[src/rtl/gps_synth_pkg.sv]
// Shared constants and helpers for the GPS signal synthesiser datapath.
package gps_synth_pkg;

    localparam int NCO_W  = 6;
    localparam int GAIN_W = 4;
    localparam int PROD_W = 11;

    // Clamp a signed value into the range of a w-bit signed number.
    function automatic logic signed [31:0] saturate(input logic signed [31:0] v, input int w);
        logic signed [31:0] hi;
        logic signed [31:0] lo;
        logic signed [31:0] res;
        hi = (32'sd1 <<< (w - 1)) - 32'sd1;
        lo = -(32'sd1 <<< (w - 1));
        if (v > hi) begin
            res = hi;
        end else if (v < lo) begin
            res = lo;
        end else begin
            res = v;
        end
        return res;
    endfunction

endpackage

[src/rtl/combiner_lane.sv]
// One datapath lane: code-signed gain multiply, channel accumulate, shift and saturate.
module combiner_lane
    import gps_synth_pkg::*;
#(
    parameter int ACC_W     = 15,
    parameter int OUT_SHIFT = 2,
    parameter int OUT_W     = 8
) (
    input  logic                     clk,
    input  logic                     reset_n,
    input  logic                     load_in,
    input  logic signed [NCO_W-1:0]  x_in,
    input  logic                     code_in,
    input  logic        [GAIN_W-1:0] gain_in,
    input  logic                     acc_en,
    input  logic                     fin_in,
    output logic signed [OUT_W-1:0]  y_out,
    output logic                     sat_out
);

    logic signed [PROD_W-1:0] prod_d, prod_q;
    logic signed [ACC_W-1:0]  acc_d, acc_q;
    logic signed [OUT_W-1:0]  y_d, y_q;
    logic signed [PROD_W-1:0] x_ext_s, x_neg_s, gain_ext_s;
    logic signed [ACC_W-1:0]  sum_s, shifted_s;
    logic signed [31:0]       wide_s, sat_val_s;
    logic                     clamp_s;

    // Product, accumulator and output next-state; widening happens before negation so -32 becomes +32.
    always_comb begin
        x_ext_s    = $signed({{(PROD_W-NCO_W){x_in[NCO_W-1]}}, x_in});
        x_neg_s    = code_in ? -x_ext_s : x_ext_s;
        gain_ext_s = $signed({{(PROD_W-GAIN_W){1'b0}}, gain_in});
        prod_d     = prod_q;
        if (load_in) begin
            prod_d = x_neg_s * gain_ext_s;
        end else begin
            prod_d = prod_q;
        end

        sum_s     = acc_q + $signed({{(ACC_W-PROD_W){prod_q[PROD_W-1]}}, prod_q});
        shifted_s = sum_s >>> OUT_SHIFT;
        wide_s    = $signed({{(32-ACC_W){shifted_s[ACC_W-1]}}, shifted_s});
        sat_val_s = saturate(wide_s, OUT_W);
        clamp_s   = (sat_val_s != wide_s);

        acc_d   = acc_q;
        y_d     = y_q;
        sat_out = 1'b0;
        if (acc_en) begin
            if (fin_in) begin
                acc_d   = '0;
                y_d     = sat_val_s[OUT_W-1:0];
                sat_out = clamp_s;
            end else begin
                acc_d = sum_s;
            end
        end else begin
            acc_d = acc_q;
        end
    end

    // Lane state registers.
    always_ff @(posedge clk or negedge reset_n) begin
        if (!reset_n) begin
            prod_q <= '0;
            acc_q  <= '0;
            y_q    <= '0;
        end else begin
            prod_q <= prod_d;
            acc_q  <= acc_d;
            y_q    <= y_d;
        end
    end

    assign y_out = y_q;

endmodule

[src/rtl/channel_combiner.sv]
// Sums per-channel NCO samples into one I/Q output sample per period, with sticky status flags.
module channel_combiner
    import gps_synth_pkg::*;
#(
    parameter int NUM_CH    = 16,
    parameter int OUT_SHIFT = 2,
    parameter int OUT_W     = 8
) (
    input  logic                     clk,
    input  logic                     reset_n,
    input  logic                     dv_in,
    input  logic                     last_in,
    input  logic signed [NCO_W-1:0]  real_in,
    input  logic signed [NCO_W-1:0]  imag_in,
    input  logic                     code_in,
    input  logic        [GAIN_W-1:0] gain_in,
    input  logic                     clear_in,
    output logic                     dv_out,
    output logic signed [OUT_W-1:0]  real_out,
    output logic signed [OUT_W-1:0]  imag_out,
    output logic                     sat_flag,
    output logic                     ch_err
);

    localparam int ACC_W = $clog2(NUM_CH) + PROD_W;
    localparam int CNT_W = $clog2(NUM_CH) + 1;

    logic             p_valid_d, p_valid_q;
    logic             p_last_d, p_last_q;
    logic             dv_out_d, dv_out_q;
    logic [CNT_W-1:0] ch_cnt_d, ch_cnt_q;
    logic             sat_d, sat_q;
    logic             err_d, err_q;
    logic             sat_i_s, sat_q_lane_s, err_set_s;

    combiner_lane #(.ACC_W(ACC_W), .OUT_SHIFT(OUT_SHIFT), .OUT_W(OUT_W)) u_lane_i (
        .clk(clk), .reset_n(reset_n), .load_in(dv_in), .x_in(real_in),
        .code_in(code_in), .gain_in(gain_in), .acc_en(p_valid_q), .fin_in(p_last_q),
        .y_out(real_out), .sat_out(sat_i_s)
    );

    combiner_lane #(.ACC_W(ACC_W), .OUT_SHIFT(OUT_SHIFT), .OUT_W(OUT_W)) u_lane_q (
        .clk(clk), .reset_n(reset_n), .load_in(dv_in), .x_in(imag_in),
        .code_in(code_in), .gain_in(gain_in), .acc_en(p_valid_q), .fin_in(p_last_q),
        .y_out(imag_out), .sat_out(sat_q_lane_s)
    );

    // Valid pipeline, channel counting and sticky flags; a set beats a same-cycle clear.
    always_comb begin
        p_valid_d = dv_in;
        p_last_d  = dv_in & last_in;
        dv_out_d  = p_valid_q & p_last_q;
        err_set_s = p_valid_q & ~p_last_q & ((ch_cnt_q + CNT_W'(1)) == CNT_W'(NUM_CH));

        ch_cnt_d = ch_cnt_q;
        if (p_valid_q) begin
            if (p_last_q) begin
                ch_cnt_d = '0;
            end else begin
                ch_cnt_d = ch_cnt_q + CNT_W'(1);
            end
        end else begin
            ch_cnt_d = ch_cnt_q;
        end

        sat_d = clear_in ? 1'b0 : sat_q;
        if (sat_i_s || sat_q_lane_s) begin
            sat_d = 1'b1;
        end else begin
            sat_d = sat_d;
        end

        err_d = clear_in ? 1'b0 : err_q;
        if (err_set_s) begin
            err_d = 1'b1;
        end else begin
            err_d = err_d;
        end
    end

    // Control state registers.
    always_ff @(posedge clk or negedge reset_n) begin
        if (!reset_n) begin
            p_valid_q <= 1'b0;
            p_last_q  <= 1'b0;
            dv_out_q  <= 1'b0;
            ch_cnt_q  <= '0;
            sat_q     <= 1'b0;
            err_q     <= 1'b0;
        end else begin
            p_valid_q <= p_valid_d;
            p_last_q  <= p_last_d;
            dv_out_q  <= dv_out_d;
            ch_cnt_q  <= ch_cnt_d;
            sat_q     <= sat_d;
            err_q     <= err_d;
        end
    end

    assign dv_out   = dv_out_q;
    assign sat_flag = sat_q;
    assign ch_err   = err_q;

endmodule

[config.mk]
export PLATFORM = sky130hd
export DESIGN_NAME = channel_combiner
export DESIGN_NICKNAME = d
export VERILOG_FILES = /design/src/rtl/gps_synth_pkg.sv /design/src/rtl/combiner_lane.sv /design/src/rtl/channel_combiner.sv
export SDC_FILE = /design/constraint.sdc
export NUM_CORES = 1
export LEC_CHECK = 0
export BUFFER_PORTS_ARGS = -buffer_cell sky130_fd_sc_hd__buf_2
export CAP_MARGIN = 20
export CORE_ASPECT_RATIO = 1.2
export CORE_MARGIN = 4
export CORE_UTILIZATION = 40
export CTS_CLUSTER_DIAMETER = 200
export DETAILED_ROUTE_END_ITERATION = 16
export PLACE_DENSITY_LB_ADDON = 0.1
export SYNTH_ARGS = -nofsm -noshare
export SYNTH_HDL_FRONTEND = slang
export SYNTH_HIERARCHICAL = 1
export SYNTH_SLANG_ARGS = --single-unit
[constraint.sdc]
create_clock -name clk -period 3.7 [get_ports clk]
set_input_delay 0.37 -clock clk [delete_from_list [all_inputs] [get_ports clk]]
set_output_delay 0.37 -clock clk [all_outputs]
set_load 0.02 [all_outputs]
Word-level counts from Yosys, hierarchy flattened. Cells that the tools add are included.

Logic and storage cells: 51. Bits of input ports: 22. Bits in registers: 78. Output and inout port bits: 19.

Mux-type cells: 16. Multipliers: 2. Reduce and logical (&&, ||, !) cells: 4. Eq/ne operators: 3. Add/subtract/negate cells: 5. Bitwise gates (word level): 5. $lt $le $gt $ge: 4.

Operator list (count): 32-bit 2-to-1 mux (4); 32-bit by 13-bit != test with 1-bit output (2); 15-bit by 11-bit adder with 15-bit output (2); 15-bit 2-to-1 mux (2); 13-bit by 8-bit > comparator with 1-bit output (second input constant) (2); 13-bit by 8-bit less-than comparator with 1-bit output (second input constant) (2); 11-bit by 5-bit multiplier with 11-bit output (2); 11-bit 2-to-1 mux (2); 6-bit negator with 11-bit output (2); 1-bit 2-to-1 mux (7); 5-bit by 1-bit adder with 5-bit output (second input constant) (1); 5-bit == test (second input constant) (1); 5-bit 2-to-1 mux (1); 1-bit bitwise AND (4); 2-bit nonzero test (2); 2-bit AND reduction (1); 1-bit logical OR (1); 1-bit NOT (1).

Longest topological paths before layout. Gate-level depths: netlist (run 1).

Depth in word-level cells: 9. Depth in mapped cells: 18. Depth with buffers taken out: 18.

Modules after synthesis. Netlist (run 1), hierarchy kept.

By module, submodules not included: combiner_lane (u_lane_q) (area an instance 3484.6 sq um, cells an instance 381, times used 1); combiner_lane (u_lane_i) (area an instance 3412.0 sq um, cells an instance 383, times used 1); channel_combiner (area an instance 475.5 sq um, cells an instance 41, times used 1).

Worst setup path before layout (run 1). No wires, ideal clock.

Kind: input to register. Start point: input imag_in[0]. End point: register u_lane_q.prod_q[10]. Data required time: 3.575 ns. Stages on the path: 18. Buffers on the path: 0. Slack: -0.232 ns. Setup time: 0.125 ns. Arrival time: 3.807 ns. Path through: inv_1 -> ha_1 -> nor2b_1 -> xnor2_1 -> nor2b_1 -> ha_1 -> inv_1 -> fa_1 -> fa_1 -> inv_1 -> ha_1 -> a21o_1 -> a21oi_1 -> o21bai_1 -> a21oi_1 -> o21ai_0 -> xnor2_1 -> mux2_2.

Word-level cells in the longest chain between the ends: 3.

RTL lines: start: declaration (RTL line channel_combiner.sv:14) `input logic signed [NCO_W-1:0] imag_in,`; 6-bit negator with 11-bit output (RTL line combiner_lane.sv:32) `x_neg_s = code_in ? -x_ext_s : x_ext_s;`; 11-bit 2-to-1 mux * (RTL line combiner_lane.sv:32); 11-bit by 5-bit multiplier with 11-bit output * (RTL line combiner_lane.sv:36) `prod_d = x_neg_s * gain_ext_s;`; end signal: assignment (RTL line combiner_lane.sv:70) `prod_q <= prod_d;`; end: declaration (RTL line combiner_lane.sv:21) `logic signed [PROD_W-1:0] prod_d, prod_q;`.

Mark *: on every way between the ends. The rest lies on a longest branch, timed or not. A chain may end at the register's enable or synchronous reset.

Final worst setup path (run 1). Same ends and word-level chain as after synthesis.

==> results of run 1 <==
## per-stage QoR
stage | setup slack (ps) | power (mW)
global route | -74.7 | 8.87
CTS | 1.58 | 8.00
finish | 84.8 | 8.13
floorplan | -11.9 | 5.31
global placement | -279 | 6.94
detailed placement | -327 | 7.06
## power groups by stage
stage / clock network (mW) / registers (mW) / logic [mW]
floorplan: 0 / 1.54 / 3.78
global placement: 0 / 1.50 / 5.44
detailed placement: 0 / 1.52 / 5.54
CTS: 0.910 / 1.51 / 5.58
global route: 0.944 / 1.54 / 6.39
finish: 0.880 / 1.50 / 5.75
## critical path, stage by stage
cell and delay [ps]:
sky130_fd_sc_hd__buf_4 130, sky130_fd_sc_hd__or4_4 540, sky130_fd_sc_hd__o21ai_4 210, sky130_fd_sc_hd__o21ai_2 80
sky130_fd_sc_hd__and2_1 160, sky130_fd_sc_hd__ha_1 260, sky130_fd_sc_hd__inv_1 50, sky130_fd_sc_hd__fa_1 540
sky130_fd_sc_hd__inv_1 60, sky130_fd_sc_hd__fa_1 480, sky130_fd_sc_hd__ha_1 350, sky130_fd_sc_hd__a21oi_2 150
sky130_fd_sc_hd__o21ai_2 70, sky130_fd_sc_hd__xnor2_1 110, sky130_fd_sc_hd__mux2_2 260
## flip-flops by register name, indices dropped and copies added (netlist names), 5 cells and up
| name | flops |
|---|---|
| u_lane_q/prod_q | 11 |
| u_lane_i/y_out | 8 |
| u_lane_i/prod_q | 11 |
| ch_cnt_q | 5 |
| u_lane_i/acc_q | 15 |
| u_lane_q/acc_q | 15 |
| u_lane_q/y_out | 8 |
## cell type report
cell class              count  area, um2
clock inverters             7       63.8
fillers                  1732       9110
well taps                 224        280
flip-flops and latches     78       1950
repair buffers            122        842
clock buffers               9        225
inverters                 121        454
multi-input cells         585       5250
## worst max-delay path by stage
| stage | startpoint | to | cells past startpoint |
|---|---|---|---|
| after floorplan | real_in[0] | u_lane_i/prod_q[10]$_DFFE_PN0P_ | 14 |
| after global placement | real_in[0] | u_lane_i/prod_q[10]$_DFFE_PN0P_ | 15 |
| after detailed placement | real_in[0] | u_lane_i/prod_q[10]$_DFFE_PN0P_ | 15 |
| after CTS | u_lane_i/prod_q[0]$_DFFE_PN0P_ | sat_flag$_DFFE_PN0P_ | 15 |
| after global routing | real_in[0] | u_lane_i/prod_q[10]$_DFFE_PN0P_ | 17 |
| final | imag_in[0] | u_lane_q/prod_q[10]$_DFFE_PN0P_ | 15 |
## timing repair
| item | CTS | global route |
|---|---|---|
| pin swaps | 0 | 30 |
| resized for setup | 2 | 55 |
| hold buffers | 0 | 0 |
| endpoints found under the setup margin | 1 | 14 |
| buffers inserted | 0 | 3 |
## routing by layer
layer / track usage / vias to the layer above / share of wire
li1: - / 3060 / -
met1: 0.205 / 2985 / 0.43
met2: 0.322 / 70 / 0.53
met3: 0.0299 / 24 / 0.019
met4: 0.0445 / 0 / 0.019
met5: 0 / - / 0
## Yosys cell counts, types with 3 or more instances
| library cell | number | share of area |
|---|---|---|
| sky130_fd_sc_hd__a211o_1 | 12 | 0.014 |
| sky130_fd_sc_hd__a211oi_1 | 9 | 0.0092 |
| sky130_fd_sc_hd__a21o_1 | 17 | 0.017 |
| sky130_fd_sc_hd__a21oi_1 | 25 | 0.017 |
| sky130_fd_sc_hd__a221o_1 | 6 | 0.0081 |
| sky130_fd_sc_hd__a22o_1 | 3 | 0.0036 |
| sky130_fd_sc_hd__a31oi_1 | 4 | 0.0034 |
| sky130_fd_sc_hd__and2_1 | 35 | 0.030 |
| sky130_fd_sc_hd__and3_1 | 4 | 0.0034 |
| sky130_fd_sc_hd__buf_2 | 3 | 0.0020 |
| sky130_fd_sc_hd__clkbuf_1 | 18 | 0.0092 |
| sky130_fd_sc_hd__dfrtp_1 | 78 | 0.26 |
| sky130_fd_sc_hd__fa_1 | 30 | 0.081 |
| sky130_fd_sc_hd__ha_1 | 72 | 0.12 |
| sky130_fd_sc_hd__inv_1 | 121 | 0.062 |
| sky130_fd_sc_hd__mux2_2 | 19 | 0.029 |
| sky130_fd_sc_hd__mux2i_1 | 4 | 0.0054 |
| sky130_fd_sc_hd__nand2_1 | 36 | 0.018 |
| sky130_fd_sc_hd__nand2b_1 | 12 | 0.010 |
| sky130_fd_sc_hd__nand3_1 | 18 | 0.012 |
| sky130_fd_sc_hd__nand3b_1 | 6 | 0.0061 |
| sky130_fd_sc_hd__nand4_1 | 4 | 0.0034 |
| sky130_fd_sc_hd__nor2_1 | 28 | 0.014 |
| sky130_fd_sc_hd__nor2b_1 | 28 | 0.024 |
| sky130_fd_sc_hd__nor3_1 | 18 | 0.012 |
| sky130_fd_sc_hd__nor4_1 | 5 | 0.0042 |
| sky130_fd_sc_hd__nor4b_1 | 4 | 0.0048 |
| sky130_fd_sc_hd__o2111ai_1 | 4 | 0.0048 |
| sky130_fd_sc_hd__o211ai_1 | 3 | 0.0031 |
| sky130_fd_sc_hd__o21a_1 | 4 | 0.0041 |
| sky130_fd_sc_hd__o21ai_0 | 22 | 0.015 |
| sky130_fd_sc_hd__o21ai_1 | 4 | 0.0027 |
| sky130_fd_sc_hd__o21bai_1 | 4 | 0.0041 |
| sky130_fd_sc_hd__o22ai_1 | 27 | 0.023 |
| sky130_fd_sc_hd__o31ai_1 | 4 | 0.0041 |
| sky130_fd_sc_hd__or4_1 | 4 | 0.0041 |
| sky130_fd_sc_hd__xnor2_1 | 33 | 0.039 |
| sky130_fd_sc_hd__xor2_1 | 14 | 0.017 |
## logic make-up after synthesis
logic type / Yosys count
compound gates: 189
xor+xnor: 49
fa+ha+maj: 102
buf+inv: 142
flops: 78
mux: 23
simple gates: 222
==> run summary, run 1 <==
In this run the static leakage power is 4.35 nW. The critical path data arrival time is 3840 ps. The main combinational cell family by area after synthesis is adder cells. Across the VDD grid, the largest voltage drop is 365 uV. The number of synthesis warnings was 6. Dividing total power by cell area gives a power density of 897 mW/mm2. The compound-gate portion of the synthesized area was 0.192; the count of boundary I/O pins was 41. When the netlist entered floorplanning its net count stood at 929. TritonCTS built the clock tree. The logs give 0.00737 mm2 for the cell area after technology mapping and 0.265 for the share of the yosys chip area belonging to registers. The max-slew headroom at the worst pin is 0.455. The finished cells cover 0.00906 mm2. The number of detailed-routing iterations run before antenna repair was 4; the floorplan die height was 157 um. The worst path needs 3620 ps of the cycle, external delays included. Clock transition at the registers of the reported paths: 80 ps. The setup path with the least slack is of type input port to flip-flop.

The run gives 0.406 as the starting utilization of the core area. The type of destination of the critical path is a flip-flop. The basic-gate share of the synthesized area counting and, or, nand and nor cells came out at 0.171. For the worst-skew pair, the clock arrives at the later sink with an insertion delay of 350 ps.

Once placement finished, the instance area stood at 0.00847 mm2. At the pin with the least slew margin, the transition time is 817 ps. After detailed routing, the total wire length is 17400 um. The switching power share of the total works out to 0.469. The master cell of the clock root buffer was sky130_fd_sc_hd__clkbuf_16. The register-to-register setup slack is 180 ps, and the detail-routed via count per cell is 5.36.

Entering global routing, the biggest net connects 79 pins. Counting every sink on the clock net gives 78. The number of hold violations in the final report was 12; the cell internal power dissipation was 4.32 mW. Along the worst path, the maximum fanout reaches 4. For the max-slew violation count, the log shows 0. The number of global-route vias before repair was 6391. The endpoint identified for the worst register-to-register timing path is sat_flag$_DFFE_PN0P_. The number of buffers added by the clock tree synthesis step is 9. The post-route clock period utilization is 0.977, and the hold slack is -26.9 ps. In the final routed layout, each cell accounts on average for 15.2 um.

For the share of total power in combinational logic, the log shows 0.707. The area of the die is 0.0207 mm2, and the area added between synthesis and finish is 23.0%. The tools report the residual antenna-violating net count after detailed routing as 0.

Port buffering added 40 buffers. The async set-reset flop share out of synthesis was 1.00; the buffer depth of the longest clock path was 2. The number of instances in the placed design is 1127. In the layout the commonest cells are sky130_fd_sc_hd__inv_1, sky130_fd_sc_hd__buf_4, sky130_fd_sc_hd__dfrtp_1. The tools report the number of remaining DRC errors as 0.

The final reports fail on negative hold slack. The detailed router finished its first iteration with 273 violations. The total vias in the final route was 6139. The parity-gate share of the synthesized area counting xor and xnor cells is 0.0611. The average footprint of a synthesized cell was 9.16 um2; the number of cells on the worst reg-to-reg path was 14. After global routing the overflow that remains totals 0. The first global-routing pass estimated 29800 um of wire. The mux cell area share after synthesis works out to 0.0345. The run gives 0.0182 mm2 as the placeable core area. The register bit total from synthesis came out at 78. Adder-cell share of the synthesized area: 0.204. Adding up every negative setup slack in the final design gives 0 ps. Max-cap violations in this run came to 0. For the number of antenna violations at the first check in global routing, the log shows 0. The kind of start point of the critical path is an input port. For the worst setup path, the data required time is 3930 ps. The final count of negative-setup-slack endpoints was 0; the net load switching power was 3.81 mW. The instance count of the mapped netlist was 805. Class of the tightest hold or removal check: input port to async pin.

Most common library cell in the layout ignoring fill and taps: sky130_fd_sc_hd__inv_1. For the clock share of power, the log shows 0.108. The flow ran to the end, but the final reports show violations. For the count of unique library cells instantiated by Yosys, the log shows 82. The synthesized design contains 0 enable-type register cells. The HPWL after detailed placement is 13400 um. Static timing analysis puts the maximum clock frequency at 277 MHz. Row generation in the floorplan step produced 54 rows. The layout cell share with drive strength beyond 1 came out at 0.257. For the weighted congestion reported at the end of routability-driven placement, the log shows 0.869.

The floorplan step set the die width to 132 um. The share of power burned in registers came out at 0.184. The tools report the startpoint of the most critical register-to-register path as u_lane_i/acc_q[5]$_DFFE_PN0P_. 0 antenna diodes ended up in the layout. The H-tree was split into 3 levels.

Among all flip-flop cells after synthesis, the most frequent one is sky130_fd_sc_hd__dfrtp_1. The post-layout instance count excluding filler cells is 1146. For the net count reported at finish, the log shows 1041. The run gives 0.499 as the share of the core filled with cells. The post-route clock skew was 14.3 ps.

Global routing usage summed across all routing layers: 0.172.
No activity file was read; power rests on OpenSTA's default activity.
==> run 2: changes to the inputs <==
--- a/config.mk
+++ b/config.mk
@@ -15,5 +15,4 @@
 export PLACE_DENSITY_LB_ADDON = 0.1
 export SYNTH_ARGS = -nofsm -noshare
 export SYNTH_HDL_FRONTEND = slang
-export SYNTH_HIERARCHICAL = 1
 export SYNTH_SLANG_ARGS = --single-unit
==> run summary, run 2 <==
The run finished with clean final reports. Antenna cell count: 0 (unchanged). The critical path in this run is classified as flip-flop to flip-flop. The run gives 0.0194 mm2 (-6.3%) as the area of the die.

CTS H-tree depth: 3 (unchanged). The worst setup path is captured at a flip-flop. The register bit total from synthesis was 78 (unchanged).

The synthesized design spends more area on one cell type than any other, namely sky130_fd_sc_hd__dfrtp_1. The first-pass GRT wire length is 24800 um (-17%), and the number of fill cells in the layout is 1639 (-5.4%). The worst-path maximum fanout is 8 (+4), and the detail-routed via count per cell is 5.01 (-6.5%). The number of antenna violations at the first check in global routing was 0 (unchanged); the clock transition at the registers of the reported paths was 60 ps (-20 ps). The sum of negative setup slack was 0 ps (unchanged). The worst setup path is launched from a flip-flop. The TritonCTS sink count is 78 (unchanged), and the max-slew headroom at the worst pin is 0.519 (+0.0635).

The cell with the biggest individual delay on the critical path was sky130_fd_sc_hd__or4_4. The total vias in the final route is 5477 (-11%). The final count of negative-setup-slack endpoints came out at 0 (unchanged). The number of flops mapped to enable cells by yosys is 0 (unchanged), and the max-slew violation count is 0 (unchanged). The tools report the residual overflow from global routing as 0 (unchanged). The cell area after technology mapping is 0.00688 mm2 (-6.6%), and the floorplan die height is 152 um (-3.2%). The largest registers in the layout are u_lane_i.acc_q x15, u_lane_q.acc_q x15.

The final worst slack was 154 ps (+68.8 ps). The cell with the most instances after synthesis is sky130_fd_sc_hd__inv_1. The class of the tightest hold or removal check is input port to flip-flop. The post-route clock period utilization is 0.958 (-0.0186), and the instance count of the mapped netlist is 772 (-4.1%). The area growth from synthesis to layout is 22.5%. Counting stages on the worst path, the most repeated cell is sky130_fd_sc_hd__buf_4. Leaving out fill and tap cells, the most frequent cell in the layout is sky130_fd_sc_hd__inv_1. Number of violations reported at the end of detailed-routing iteration 0: 161 (-41%). The tools report the share of the core filled with cells as 0.499 (about the same). The share of the yosys chip area belonging to registers is 0.284 (+0.0188), and the buffer depth of the longest clock path is 2 (unchanged). The wire length per cell is 13.2 um (-13%), and the post-route minimum period is 3550 ps (-68.8 ps). The transition time at the pin with the least slew margin is 721 ps (-96.1 ps).

The global routing usage summed across all routing layers was 0.153 (-0.0195). The max-capacitance violation count came out at 0 (unchanged). Clock tree synthesis selected as its root buffer the cell sky130_fd_sc_hd__clkbuf_16.

The number of hold violations in the final report was 0 (-12); the timing-limited maximum frequency was 282 MHz (+1.9%). Largest incremental delay on the critical path: 430 ps (-110 ps). The commonest cells after synthesis are sky130_fd_sc_hd__inv_1, sky130_fd_sc_hd__dfrtp_1, sky130_fd_sc_hd__ha_1.

The post-route cell area is 0.00843 mm2 (-7.0%), and the async set-reset flop share out of synthesis is 1.00 (unchanged). TritonCTS built the clock tree. The cell area after placement was 0.00784 mm2 (-7.5%); the average footprint of a synthesized cell was 8.92 um2 (-2.6%). For the number of cell rows, the log shows 52 (-3.7%).

The weighted congestion reported at the end of routability-driven placement was 0.896 (+3.0%); the number of detailed-routing iterations run before antenna repair was 4 (unchanged). The logs give 41 (unchanged) for the count of boundary I/O pins and 52 (-37%) for the count of unique library cells instantiated by Yosys. The tools report the maximum resistive drop on vdd as 322 uV (-12%). The run gives 9 (unchanged) as the number of buffers added by the clock tree synthesis step. The fraction of post-synthesis cell area in the top cell type by area was 0.284 (+0.0188).

The kind of cell with the highest combined delay along the critical path is simple AND/OR/NAND/NOR gates. The combined buffer and inverter count along the critical path is 4 (+1). The net count reported at finish was 996 (-4.3%). Layout cell share with drive strength beyond 1: 0.225 (-0.0324).

The critical path goes through ha_1 > inv_1 > fa_2 > nand2b_4 > a21oi_1 > buf_4 > o22a_2 > buf_4 > a221oi_4 > nand3_2 > or4_4 > or3_1 > ha_4 > buf_4 > nor2_1 > o22a_1. The tools report the total half-perimeter wirelength after legalization and detailed placement as 11200 um (-16%). The number of global-route vias before repair is 5406 (-15%). The predominant post-synthesis flop cell is sky130_fd_sc_hd__dfrtp_1. The required time at the endpoint of the critical path is 3930 ps (about the same). The number of synthesis warnings came out at 0 (-6). The tools report the total power after layout as 7.22 mW (-11%).

The leakage power figure came out at 4.00 nW (-8.1%). The number of remaining DRC errors was 0 (unchanged); the insertion delay of the later-clocked pin in the worst-skew pair was 340 ps (about the same). The final wirelength is 14400 um (-17%), and the maximum number of pins on one net before global-route repair is 79 (unchanged).

The critical path data arrival time is 3770 ps (-70 ps), and the total power density per cell area is 856 mW/mm2 (-4.5%). The die outline width was 128 um (-3.2%). The number of port buffers works out to 40 (unchanged). In the layout the commonest cells are sky130_fd_sc_hd__inv_1, sky130_fd_sc_hd__dfrtp_1, sky130_fd_sc_hd__buf_4.

The residual antenna-violating net count after detailed routing came out at 0 (unchanged). The starting utilization of the core area was 0.407 (+0.00134). For the placeable core area, the log shows 0.0169 mm2 (-6.9%). The tools report the post-synth net total as 896 (-3.6%). By area the synthesized netlist is led by sky130_fd_sc_hd__dfrtp_1, sky130_fd_sc_hd__ha_1, sky130_fd_sc_hd__fa_1, sky130_fd_sc_hd__inv_1, sky130_fd_sc_hd__xnor2_1.

The post-placement setup slack is -277 ps (+49.9 ps), and the post-route clock skew is 7.03 ps (-7.23 ps).
-- run 2: worst reg2reg max path, cell delays in order, from the launching register on --
cell and delay [ps]:
sky130_fd_sc_hd__dfrtp_1 380, sky130_fd_sc_hd__ha_1 210, sky130_fd_sc_hd__inv_1 70, sky130_fd_sc_hd__fa_2 210, sky130_fd_sc_hd__nand2b_4 130, sky130_fd_sc_hd__a21oi_1 70
sky130_fd_sc_hd__buf_4 150, sky130_fd_sc_hd__o22a_2 200, sky130_fd_sc_hd__buf_4 140, sky130_fd_sc_hd__a221oi_4 270, sky130_fd_sc_hd__nand3_2 130, sky130_fd_sc_hd__or4_4 430
sky130_fd_sc_hd__or3_1 370, sky130_fd_sc_hd__ha_4 290, sky130_fd_sc_hd__buf_4 140, sky130_fd_sc_hd__nor2_1 70, sky130_fd_sc_hd__o22a_1 190
-- run 2: logic make-up (layout without fill, tap and decap cells) --
group | Yosys count | after routing | synth area share
DFF | 78 | 78 | 0.284
xor gates and xnor gates | 60 | 60 | 0.0763
buffers and inverters | 146 | 251 | 0.0800
adders and majority gates | 102 | 102 | 0.218
AOI/OAI and AO/OA | 173 | 173 | 0.166
muxes | 19 | 19 | 0.0305
and+or+nand+nor | 194 | 194 | 0.146
-- run 2: final timing paths --
| check | cells after the start | startpoint | slack [ps] | to |
|---|---|---|---|---|
| min in group asynchronous | 2 | reset_n | 470 | u_lane_i.acc_q[11]$_DFFE_PN0P_ |
| min reg2reg | 2 | u_lane_i.y_out[7]$_DFFE_PN0P_ | 480 | u_lane_i.y_out[7]$_DFFE_PN0P_ |
| min | 2 | clear_in | 260 | ch_err$_DFFE_PN0P_ |
| max reg2reg | 16 | u_lane_i.acc_q[0]$_DFFE_PN0P_ | 150 | u_lane_i.y_out[6]$_DFFE_PN0P_ |
| max | 16 | u_lane_i.acc_q[0]$_DFFE_PN0P_ | 150 | u_lane_i.y_out[6]$_DFFE_PN0P_ |
| max in group asynchronous | 3 | reset_n | 2660 | u_lane_q.prod_q[1]$_DFFE_PN0P_ |
-- run 2: layer usage --
layer  share of wire  vias up  global-route usage
li1                -     2803                   -
met1            0.48     2579               0.206
met2            0.48       78               0.257
met3           0.029       17              0.0140
met4           0.017        0              0.0541
met5               0        -                   0
-- run 2: report_power, final --
part           switching (mW)  internal (mW)  total, mW
combinational            2.61           2.22       4.83
clock                   0.346          0.606      0.952
sequential              0.226           1.21       1.43
-- run 2: cell type report --
type,instances,area (um2),share of cell area
Inverter,122,463,0.0549
Clock inverter,6,85.1,0.0101
Clock buffer,10,239,0.0283
Sequential cell,78,1950,0.231
Multi-Input combinational cell,548,4630,0.549
Tap cell,216,270,0.0320
Timing Repair Buffer,113,798,0.0947
-- run 2: repair_timing --
action,in CTS,in global routing
resized for setup,0,45
endpoints found under the hold margin,0,21
endpoints found under the setup margin,0,10
hold buffers,0,1
buffers inserted,0,6
-- run 2: per-stage QoR --
| stage | std cells | hold WS [ps] |
|---|---|---|
| 2_1_floorplan | 772 | 74.4 |
| 3_3_place_gp | 1069 | 470 |
| 3_5_place_dp | 1069 | 476 |
| 4_1_cts | 1085 | 239 |
| 5_1_grt | 1093 | 244 |
| 6_report | 1093 | 256 |
